### src/rtl/tipi_nibble_bus_master.sv
// tipi_nibble_bus_master: sequences one req/ack byte transaction onto the TIPI 4-bit nibble bus
// (bus reset pulse, select nibble, then two data nibbles high first).
module tipi_nibble_bus_master #(
   parameter int HALF_CYCLES = 2,
   parameter int CNT_W = 8
) (
   input  logic       clk,
   input  logic       reset,
   input  logic       req,
   input  logic       we,
   input  logic [1:0] sel,
   input  logic [7:0] wdata,
   output logic       ack,
   output logic       err,
   output logic [7:0] rdata,
   output logic       busy,
   output logic       bus_clk,
   output logic       bus_reset,
   output logic [3:0] bus_data_o,
   output logic       bus_data_oe,
   input  logic [3:0] bus_data_i
);
   typedef enum logic [3:0] {
      IDLE, RST_HI, RST_LO, SEL_SU, SEL_HI, SEL_LO,
      W_SU, W_HI, W_LO, TURN, R_HI, R_LO, DONE
   } state_t;
   state_t state, state_n;
   logic [CNT_W-1:0] cnt;
   logic last, legal, we_q, nib, nib_n;
   logic [1:0] sel_q;
   logic [7:0] wdata_q;
   logic [3:0] rhi;
   assign last = cnt == '0;
   // writes target RD/RC (sel[1]=1), reads target TD/TC (sel[1]=0)
   assign legal = we == sel[1];
   assign nib_n = state == IDLE ? 1'b1 : (state == W_LO && last) ? 1'b0 : nib;
   always_comb begin
      state_n = state;
      case (state)
         IDLE:    state_n = !req ? IDLE : legal ? RST_HI : DONE;
         RST_HI:  if (last) state_n = RST_LO;
         RST_LO:  if (last) state_n = SEL_SU;
         SEL_SU:  if (last) state_n = SEL_HI;
         SEL_HI:  if (last) state_n = SEL_LO;
         SEL_LO:  if (last) state_n = we_q ? W_SU : TURN;
         W_SU:    if (last) state_n = W_HI;
         W_HI:    if (last) state_n = W_LO;
         W_LO:    if (last) state_n = nib ? W_SU : DONE;
         TURN:    if (last) state_n = R_HI;
         R_HI:    if (last) state_n = R_LO;
         R_LO:    if (last) state_n = DONE;
         DONE:    state_n = IDLE;
         default: state_n = IDLE;
      endcase
   end
   // outputs are registered from the next state so they switch together with it
   always_ff @(posedge clk) begin
      if (reset) begin
         state       <= IDLE;
         cnt         <= '0;
         nib         <= 1'b0;
         we_q        <= 1'b0;
         sel_q       <= 2'd0;
         wdata_q     <= 8'h00;
         rhi         <= 4'h0;
         ack         <= 1'b0;
         err         <= 1'b0;
         rdata       <= 8'h00;
         busy        <= 1'b0;
         bus_clk     <= 1'b0;
         bus_reset   <= 1'b0;
         bus_data_o  <= 4'h0;
         bus_data_oe <= 1'b0;
      end else begin
         state <= state_n;
         cnt   <= state_n != state ? CNT_W'(HALF_CYCLES - 1) : cnt - CNT_W'(1);
         nib   <= nib_n;
         if (state == IDLE && req) begin
            we_q    <= we;
            sel_q   <= sel;
            wdata_q <= wdata;
         end
         if (state == TURN && last) rhi <= bus_data_i;
         if (state == R_LO && last) rdata <= {rhi, bus_data_i};
         ack         <= state_n == DONE;
         err         <= state == IDLE && req && !legal;
         busy        <= state_n != IDLE;
         bus_reset   <= state_n == RST_HI;
         bus_clk     <= state_n inside {SEL_HI, W_HI, R_HI};
         bus_data_oe <= state_n inside {SEL_SU, SEL_HI, SEL_LO, W_SU, W_HI, W_LO};
         bus_data_o  <= state_n inside {SEL_SU, SEL_HI, SEL_LO} ? {2'b00, sel_q} :
                        state_n inside {W_SU, W_HI, W_LO} ? (nib_n ? wdata_q[7:4] : wdata_q[3:0]) : 4'h0;
      end
   end
endmodule

### config.mk
export PLATFORM = sky130hd
export DESIGN_NAME = tipi_nibble_bus_master
export DESIGN_NICKNAME = d
export VERILOG_FILES = /design/src/rtl/tipi_nibble_bus_master.sv
export SDC_FILE = /design/constraint.sdc
export NUM_CORES = 1
export LEC_CHECK = 0
export ABC_AREA = 1
export ABC_CLOCK_PERIOD_IN_PS = 3750
export CAP_MARGIN = 20
export CORE_ASPECT_RATIO = 0.75
export CORE_MARGIN = 2
export CORE_UTILIZATION = 58
export CTS_BUF_LIST = sky130_fd_sc_hd__clkbuf_8
export CTS_CLUSTER_SIZE = 28
export DETAILED_ROUTE_END_ITERATION = 8
export PLACE_DENSITY = 0.86
export SKIP_CTS_REPAIR_TIMING = 1
export SYNTH_ARGS = -nofsm -noshare
export SYNTH_HDL_FRONTEND = slang
export SYNTH_SLANG_ARGS = --single-unit
### constraint.sdc
create_clock -name clk -period 3.75 [get_ports clk]
set_clock_uncertainty 0.15 [all_clocks]
set_input_delay 0.75 -clock clk [delete_from_list [all_inputs] [get_ports clk]]
set_output_delay 0.75 -clock clk [all_outputs]
set_load 0.02 [all_outputs]
; ---- After elaboration in Yosys (flattened, before gate mapping)
; Index checks and enable logic that the tools add are counted.
[word_totals]
reg_bits = 46
word_cells = 78
[op_classes]
n_addsub = 1
eq_ne = 22
muxes = 22
bitwise = 1
n_reduce_logical = 15
[op_table]
columns = operator, n
row1 = $mux 4, 16
row2 = $pmux 4 s12, 1
row3 = $eq 4x3->1 const B, 8
row4 = $eq 4x4->1 const B, 7
row5 = $eq 4x2->1 const B, 3
row6 = $reduce_bool 3->1, 3
row7 = $eq 4x1->1 const B, 2
row8 = $logic_not 8->1, 1
row9 = $sub 8x1->8 const B, 1
row10 = $reduce_bool 6->1, 1
row11 = $logic_and 1x1->1, 5
row12 = $logic_not 4->1, 1
row13 = $mux 2, 2
row14 = $ne 4x4->1, 1
row15 = $reduce_bool 4->1, 1
row16 = $mux 1, 3
row17 = $reduce_or 3->1, 1
row18 = $reduce_or 2->1, 1
row19 = $eq 1x1->1, 1
row20 = $logic_not 1->1, 1
row21 = $not 1->1, 1

; ---- Logic depth before layout (Yosys ltp)
; Gate-level depths: netlist of run 1.
[depth]
ltp_word = 8
depth_mapped = 15

; ---- Worst setup path after synthesis of run 1
; No wires, ideal clock.
[synth_path]
kind = input to register
startpoint = in sel[1]
endpoint = reg cnt[0]
setup_ns = 0.110
arrival_time_ns = 1.751
required_ns = 3.490
slack_ns = 1.739
path_stages = 10
n_path_buf = 0
cell_sequence = xor2_1 > nand2_2 > nand2_1 > nor2_2 > nand3_2 > xor2_1 > nor2_2 > nand2_1 > nand2_1 > inv_1
[synth_between]
elab_chain_len = 6
[synth_lines]
columns = element, line
row1 = "start, declared", 11  ; input logic [1:0] sel,
row2 = $eq 1x1->1, 35  ; assign legal = we == sel[1];
row3 = $mux 4 (2 in series), 40  ; IDLE: state_n = !req ? IDLE : legal ? RST_HI : DONE;
row4 = $pmux 4 s12, 39  ; case (state)
row5 = $ne 4x4->1, 76  ; cnt <= state_n != state ? CNT_W'(HALF_CYCLES - 1) : cnt - CNT_W'(1);
row6 = $mux 1, 76
row7 = "end signal, assigned", 76
row8 = "end, declared", 28  ; logic [CNT_W-1:0] cnt;
; Every way passes these cells.
; A chain may end at the register's enable or synchronous reset.

; ---- Final worst setup path of run 1
[layout_path]
startpoint = in we
endpoint = reg bus_data_o[2]
[layout_between]
elab_chain_len = 8
elab_cells_between_ends = 14
cone_classes = 7 x eq/ne / 3 x mux / 1 x bitwise / 3 x reduce/logical
[layout_lines]
columns = element, line
row1 = "start, declared", 10  ; input logic we,
row2 = $eq 1x1->1 *, 35
row3 = $mux 4 * (2 in series), 40
row4 = $pmux 4 s12 *, 39
row5 = $eq 4x3->1 / $eq 4x4->1 (equally long branches), 92  ; state_n inside {W_SU, W_HI, W_LO} ? (nib_n ? wdata_q[7:4] : wdata_q[3:0]) : 4'h0;
row6 = $reduce_bool 3->1, 92
row7 = $not 1->1 (no line), -
row8 = $reduce_or 3->1 (no line) *, -
row9 = "end signal, assigned", 91  ; bus_data_o <= state_n inside {SEL_SU, SEL_HI, SEL_LO} ? {2'b00, sel_q} :
row10 = "end, declared", 19  ; output logic [3:0] bus_data_o,
; Every way passes the cells marked *; elsewhere a longest branch is shown, timed or not.

==> results.txt, run 1 <==
----------------------------------------------------
[Floorplan]
  Height of the die ... 56.49 microns
  Number of primary I/O pins ... 36
  Number of placement rows ... 19
  Total Die Area ... 4180 sq um
  Horizontal die dimension ... 73.99 microns
  Standard cell core area ... 3590 sq um
  Initial Util ... 59.36%

[Setup path]
  Startpoint kind of the worst setup timing path ... input port
  Signal arrival time at the worst endpoint ... 2490 ps
  Worst Path Class, Setup ... in2reg
  Max incr delay on CP ... 500 ps
  Highest fanout seen on the critical path ... 4
  Crit-path cells ... clkdlybuf4s50_1 -> xor2_1 -> nor2_1 -> nand2_1 -> nand4_1 -> nor2_1 -> nand2_1 -> nand2_2 -> nand2_1 -> a21oi_2
  Slowest cell on the critical path ... sky130_fd_sc_hd__clkdlybuf4s50_1
  Required time reported for the critical path endpoint ... 3840 ps
  Buffers and inverters on the worst path ... 1
  CP top delay family ... simple AND/OR/NAND/NOR gates
  Most common cell on crit path ... sky130_fd_sc_hd__nand2_1
  Endpoint type of the worst setup path ... register

[Logic synthesis]
  Area share of the largest cell type after synthesis ... 43.22%
  Biggest area contributors in the synthesized netlist ... sky130_fd_sc_hd__dfxtp_1, sky130_fd_sc_hd__nand2_1, sky130_fd_sc_hd__nor2_1
  Post-synthesis cell type count ... 29
  Total of warnings raised by yosys ... 0
  EDFF count, synth ... 0
  Number of register bits inferred by synthesis ... 46
  Synthesized instance count ... 295
  Sequential element share of the synthesized area ... 43.22%
  Netlist area before placement ... 2131 sq um
  Dominant cell type by area after synthesis ... sky130_fd_sc_hd__dfxtp_1
  Synthesized area per cell ... 7.223 sq um
  FFs w/ async S/R, synth ... 0%
  Net count after synthesis ... 314
  Most repeated cell in the gate-level netlist after synthesis ... sky130_fd_sc_hd__nand2_1
  Most used flip-flop cell after synthesis ... sky130_fd_sc_hd__dfxtp_1
  Most numerous cell types in the synthesized netlist ... sky130_fd_sc_hd__nand2_1, sky130_fd_sc_hd__nor2_1, sky130_fd_sc_hd__dfxtp_1, sky130_fd_sc_hd__inv_1, sky130_fd_sc_hd__o21ai_0

[Place]
  Detailed-placement wirelength estimate ... 3170 microns
  Port-buffer cells ... 35
  Number of placed instances with taps included ... 376
  GPL Wtd Cong ... 0.9461

[Global routing]
  Via count of the first global-routing pass ... 1,577
  Global-route wire length before repair ... 7120 microns
  GRT Overall Usage ... 22.31%
  Total overflow reported by the global router ... 0
  Maximum number of pins on one net before global-route repair ... 26
  Antenna violations before repair ... 0

[Drt]
  Vias ... 1,860
  Pre-antenna DRT Iters ... 4
  Post-detailed-routing wire length ... 4310 microns
  Detailed router's first-iteration violation count ... 139
  Per-cell routed wire length ... 11.25 microns
  # DRC ... 0
  Vias per Instance ... 4.856
  Remaining antenna violation count ... 0

[Pwr]
  Leakage Power ... 1.140 nW
  Max IR drop VDD ... 431.3 uV
  Ratio of total power to cell area ... 840.4 nW/um^2

[Final layout]
  Filler cell count in the final layout ... 287
  Growth of design area from synthesis to finish ... 23.61%
  # nets final ... 350
  Ant diodes ... 0
  Layout Cells excl Fill ... 383
  Fraction of layout cells with a size suffix above 1 ... 12.99%

[STA]
  Part of the cycle the worst path needs ... 64.01%
  Count of final max-slew check failures ... 0
  Final-report setup violation count ... 0
  Setup repair after global routing missed its margin ... false
  Worst-case headroom to the max-slew limit ... 55.03%
  Final setup TNS ... 0 ps
  Final critical delay including setup and external delays ... 2400 ps
  Achievable frequency ... 416.6 MHz
  Transition time at the pin with the least slew margin ... 673.7 ps
  Hold violation total from the final report ... 0

[Clock tree]
  Total CTS buffers ... 5
  Worst-skew pair later-pin latency ... 300 ps
  Post-CTS clock slew at the launch and capture registers of the worst setup and hold paths ... 80 ps
  Number of clock sinks seen by CTS ... 46
  Root buf cell ... sky130_fd_sc_hd__clkbuf_8
  Count of H-tree levels built during CTS ... 2
  Clock tree from TritonCTS ... yes
  CTS Buffer Depth ... 2

[Run status]
  Result of the run ... finished, final reports clean

[Job]
  Number of max-cap violations ... 0

[Worst hold path]
  Class of the most critical hold timing path ... reg2reg

----------------------------------------------------
-- flip-flops by register name, summed over array words and instances, names as in the netlist --
name         flops
busy             1
nib              1
bus_data_o       4
rdata            8
wdata_q          8
sel_q            2
bus_clk          1
cnt              8
bus_data_oe      1
err              1
ack              1
state            4
we_q             1
bus_reset        1
rhi              4
-- kinds of logic (layout without fill, tap and decap cells) --
logic type,Yosys count,after routing,synth area share (%)
AOI/OAI and AO/OA,42,42,10.98
xor gates and xnor gates,9,9,3.700
adders and majority gates,1,1,0.5871
buffers and inverters,44,80,8.045
DFF,46,46,43.22
and+or+nand+nor,153,153,33.47
-- through the flow --
step / utilization (%) / setup slack [ps] / hold WS, ps / power [mW] / area (sq um)
final: 73.37 / 1350 / 297.9 / 2.214 / 2634
after global routing: 73.37 / 1105 / 330.0 / 2.394 / 2634
after CTS: 73.37 / 1363 / 303.0 / 2.216 / 2634
after detailed placement: 70.23 / 1109 / 290.6 / 1.835 / 2521
after global placement: 70.23 / 1160 / 280.5 / 1.826 / 2521
after floorplan: - / 1739 / 270.5 / 1.593 / 2131
-- worst paths after layout --
kind | cells after the start | to | slack [ps] | from
setup / recovery | 10 | bus_data_o[2]$_SDFF_PP0_ | 1350 | we
hold / removal | 2 | rhi[3]$_SDFFE_PP0P_ | 300 | rhi[3]$_SDFFE_PP0P_
setup reg to reg | 13 | cnt[3]$_SDFF_PP0_ | 1460 | cnt[0]$_SDFF_PP0_
hold reg to reg | 2 | rhi[3]$_SDFFE_PP0P_ | 300 | rhi[3]$_SDFFE_PP0P_
-- cell usage in the layout (no fill, tap or decap), types with 3 or more instances in the layout --
cell                              instances
sky130_fd_sc_hd__nand2_1                 57
sky130_fd_sc_hd__nor2_1                  48
sky130_fd_sc_hd__dfxtp_1                 46
sky130_fd_sc_hd__inv_1                   35
sky130_fd_sc_hd__clkdlybuf4s50_1         35
sky130_fd_sc_hd__o21ai_0                 23
sky130_fd_sc_hd__nor2_2                  16
sky130_fd_sc_hd__nand3_1                 12
sky130_fd_sc_hd__a21oi_1                 11
sky130_fd_sc_hd__nand2_2                  8
sky130_fd_sc_hd__xor2_1                   8
sky130_fd_sc_hd__clkbuf_8                 6
sky130_fd_sc_hd__nor3_1                   3
sky130_fd_sc_hd__a21oi_2                  3
sky130_fd_sc_hd__a211oi_1                 3
-- worst reg2reg max path, cell delays in order, from the launching register on --
cell                      delay (ps)
sky130_fd_sc_hd__dfxtp_1         320
sky130_fd_sc_hd__inv_1            80
sky130_fd_sc_hd__ha_1            260
sky130_fd_sc_hd__nand3_2         160
sky130_fd_sc_hd__nor2_8          190
sky130_fd_sc_hd__nand2_2          70
sky130_fd_sc_hd__nand2_1         110
sky130_fd_sc_hd__nand2_1          80
sky130_fd_sc_hd__nand2_1          80
sky130_fd_sc_hd__nand3_2         150
sky130_fd_sc_hd__xor2_1          200
sky130_fd_sc_hd__nor2_2          160
sky130_fd_sc_hd__nand2_4         120
sky130_fd_sc_hd__nor2_2          120
-- layer usage --
layer / vias up / share of wire, % / global-route usage, %
li1: 990 / - / -
met3: 4 / 5.6 / 6.643
met1: 809 / 51 / 32.50
met5: - / 0 / 0
met4: 0 / 1.0 / 6.234
met2: 57 / 43 / 31.89
-- power by group --
| part | internal, mW | switching [mW] |
|---|---|---|
| Clock | 0.213 | 0.158 |
| Sequential | 0.627 | 0.0951 |
| Combinational | 0.386 | 0.734 |
-- area by class of cell --
class / count / area (sq um) / share of cell area (%)
clock buffers: 6 / 82.58 / 3.135
well taps: 52 / 65.06 / 2.470
multi-input cells: 205 / 1039 / 39.43
repair buffers: 36 / 357.8 / 13.59
clock inverters: 1 / 30.03 / 1.140
inverters: 37 / 138.9 / 5.273
flip-flops and latches: 46 / 920.9 / 34.96
Note: power is estimated with default switching activity, not from simulation.
==> inputs of run 2 (changes only) <==
--- a/config.mk
+++ b/config.mk
@@ -6,15 +6,15 @@
 export NUM_CORES = 1
 export LEC_CHECK = 0
 export ABC_AREA = 1
-export ABC_CLOCK_PERIOD_IN_PS = 3750
+export ABC_CLOCK_PERIOD_IN_PS = 2000
 export CAP_MARGIN = 20
 export CORE_ASPECT_RATIO = 0.75
 export CORE_MARGIN = 2
-export CORE_UTILIZATION = 58
+export CORE_UTILIZATION = 49
 export CTS_BUF_LIST = sky130_fd_sc_hd__clkbuf_8
 export CTS_CLUSTER_SIZE = 28
 export DETAILED_ROUTE_END_ITERATION = 8
-export PLACE_DENSITY = 0.86
+export PLACE_DENSITY = 0.78
 export SKIP_CTS_REPAIR_TIMING = 1
 export SYNTH_ARGS = -nofsm -noshare
 export SYNTH_HDL_FRONTEND = slang
==> constraint.sdc (replaced) <==
create_clock -name clk -period 2 [get_ports clk]
set_clock_uncertainty 0.15 [all_clocks]
set_input_delay 0.4 -clock clk [delete_from_list [all_inputs] [get_ports clk]]
set_output_delay 0.4 -clock clk [all_outputs]
set_load 0.02 [all_outputs]
==> run 2 against run 1 <==
Effect of this change: the flow now finishes with violations (setup timing); core utilization down 0.69 points; count of clock-buffer cells in the layout down 1; total power up 130%; die area up 17%; critical path type is now reg2reg.
==> results.txt, run 2 (synthesis results as in run 1) <==
----------------------------------------------------
[Run status]
  Result of the run ... complete, but fails checks
  Violations in the final reports ... setup timing

[Drt]
  Per-cell routed wire length ... 12.12 microns
  Vias ... 2,062
  Detailed router's first-iteration violation count ... 135
  # DRC ... 0
  Vias per Instance ... 4.969
  Remaining antenna violation count ... 0
  Post-detailed-routing wire length ... 5028 microns
  Pre-antenna DRT Iters ... 4

[STA]
  WHS ... 303.3 ps
  Part of the cycle the worst path needs ... 105.6%
  Transition time at the pin with the least slew margin ... 701.8 ps
  Setup repair after global routing missed its margin ... true
  Hold violation total from the final report ... 0
  Achievable frequency ... 473.4 MHz
  Count of final max-slew check failures ... 0
  Final critical delay including setup and external delays ... 2112 ps
  Minimum setup slack in the final design ... -112.3 ps
  Final setup TNS ... -775.1 ps
  Final-report setup violation count ... 9
  Worst-case headroom to the max-slew limit ... 53.16%

[Global routing]
  Total overflow reported by the global router ... 0
  Via count of the first global-routing pass ... 1,788
  GRT Overall Usage ... 20.79%
  Antenna violations before repair ... 0
  Maximum number of pins on one net before global-route repair ... 26
  Global-route wire length before repair ... 7810 microns

[Floorplan]
  Total Die Area ... 4898 sq um
  Height of the die ... 61.11 microns
  Standard cell core area ... 4104 sq um
  Horizontal die dimension ... 80.15 microns
  Initial Util ... 51.92%
  Number of placement rows ... 20
  Number of primary I/O pins ... 36

[Clock tree]
  Number of clock sinks seen by CTS ... 46
  Worst-skew pair later-pin latency ... 300 ps
  CTS Buffer Depth ... 2
  Clock tree from TritonCTS ... yes
  Count of H-tree levels built during CTS ... 2
  Post-CTS clock slew at the launch and capture registers of the worst setup and hold paths ... 90 ps
  Total CTS buffers ... 5
  Root buf cell ... sky130_fd_sc_hd__clkbuf_8

[Place]
  Port-buffer cells ... 35
  Worst slack, placed ... -288.2 ps
  Detailed-placement wirelength estimate ... 3552 microns
  Number of placed instances with taps included ... 400
  Cell area after placement ... 2683 sq um
  GPL Wtd Cong ... 0.9368

[Job]
  Number of max-cap violations ... 0

[Final layout]
  Growth of design area from synthesis to finish ... 39.99%
  Cell area after layout ... 2983 sq um
  Layout Cells excl Fill ... 415
  # nets final ... 378
  Fraction of layout cells with a size suffix above 1 ... 26.94%
  Filler cell count in the final layout ... 334
  Most used cells in the layout excluding fill and tap cells ... sky130_fd_sc_hd__nand2_1, sky130_fd_sc_hd__nor2_1, sky130_fd_sc_hd__dfxtp_1
  Registers with the most flip-flops ... cnt (8), rdata (8), wdata_q (8)
  Ant diodes ... 0
  Final standard cell utilization of the core ... 72.68%
  Most common library cell in the layout ignoring fill and taps ... sky130_fd_sc_hd__nand2_1

[Setup path]
  Beginning of the critical path ... cnt[1]$_SDFF_PP0_
  CP top delay family ... simple AND/OR/NAND/NOR gates
  Buffers and inverters on the worst path ... 1
  Endpoint type of the worst setup path ... register
  Most common cell on crit path ... sky130_fd_sc_hd__nand2_4
  Stages on the worst setup path ... 13
  Slowest cell on the critical path ... sky130_fd_sc_hd__dfxtp_2
  Reg-to-reg critical path startpoint ... cnt[1]$_SDFF_PP0_
  R2R setup slack ... -110 ps
  Max incr delay on CP ... 330 ps
  Highest fanout seen on the critical path ... 7
  CP endpoint ... cnt[2]$_SDFF_PP0_
  End of the worst register-to-register path ... cnt[2]$_SDFF_PP0_
  Crit-path cells ... inv_2 -> ha_4 -> nand2_4 -> nor2_4 -> nand2_4 -> nand2_2 -> nand2_2 -> nor2_4 -> nand3_4 -> xor2_2 -> nor2_2 -> nand2_4 -> nor2_2
  Startpoint kind of the worst setup timing path ... register
  Worst Path Class, Setup ... reg2reg
  Worst Reg2Reg Path Length in Cells ... 13
  Required time reported for the critical path endpoint ... 2100 ps
  Signal arrival time at the worst endpoint ... 2210 ps

[Pwr]
  Ratio of total power to cell area ... 1684 nW/um^2
  Leakage Power ... 1.302 nW
  Design Power ... 5.024 mW
  Max IR drop VDD ... 845.4 uV

[Worst hold path]
  Class of the most critical hold timing path ... reg2reg

----------------------------------------------------
run 2: cell types whose count changed in the layout (fill, tap and decap cells not counted), sizes merged:
cell and change:
buf +28, clkinv +1, inv +1, clkbuf -1
run 2: worst reg2reg max path: stages, from the launching register on:
cell	delay, ps
sky130_fd_sc_hd__dfxtp_2	330
sky130_fd_sc_hd__inv_2	60
sky130_fd_sc_hd__ha_4	170
sky130_fd_sc_hd__nand2_4	50
sky130_fd_sc_hd__nor2_4	160
sky130_fd_sc_hd__nand2_4	100
sky130_fd_sc_hd__nand2_2	70
sky130_fd_sc_hd__nand2_2	60
sky130_fd_sc_hd__nor2_4	120
sky130_fd_sc_hd__nand3_4	110
sky130_fd_sc_hd__xor2_2	200
sky130_fd_sc_hd__nor2_2	190
sky130_fd_sc_hd__nand2_4	130
sky130_fd_sc_hd__nor2_2	140
run 2: power breakdown:
group	leakage, nW	internal [mW]	total [mW]	switching (mW)
sequential	0.378	1.19	1.37	0.180
combinational	0.865	1.25	2.96	1.71
clock	0.0585	0.374	0.697	0.323
total	1.30	2.81	5.02	2.21
run 2: routing by layer:
metal	wire length, microns	track usage (%)	vias to the layer above	part of all wire [%]
met5	0	0	-	0
met4	61	4.843	0	1.2
met3	348	7.038	8	6.9
met2	2242	31.90	77	45
met1	2375	28.75	934	47
li1	-	-	1043	-
run 2: worst min-delay path by stage:
stage / start / to / slack (ps) / depth (start not counted)
floorplan: rhi[3]$_SDFFE_PP0P_ / rhi[3]$_SDFFE_PP0P_ / 270 / 2
global placement: rhi[3]$_SDFFE_PP0P_ / rhi[3]$_SDFFE_PP0P_ / 280 / 2
detailed placement: rhi[3]$_SDFFE_PP0P_ / rhi[3]$_SDFFE_PP0P_ / 290 / 2
CTS: rhi[3]$_SDFFE_PP0P_ / rhi[3]$_SDFFE_PP0P_ / 300 / 2
global route: rhi[0]$_SDFFE_PP0P_ / rhi[0]$_SDFFE_PP0P_ / 330 / 2
finish: rhi[3]$_SDFFE_PP0P_ / rhi[3]$_SDFFE_PP0P_ / 300 / 2
run 2: cell type report:
cell class	instances	area [sq um]	area share (%)
Sequential cell	46	928.4	31.12
Tap cell	55	68.82	2.307
Inverter	37	138.9	4.656
Timing Repair Buffer	64	575.6	19.30
Clock inverter	3	43.79	1.468
Clock buffer	5	68.82	2.307
Multi-Input combinational cell	205	1159	38.84
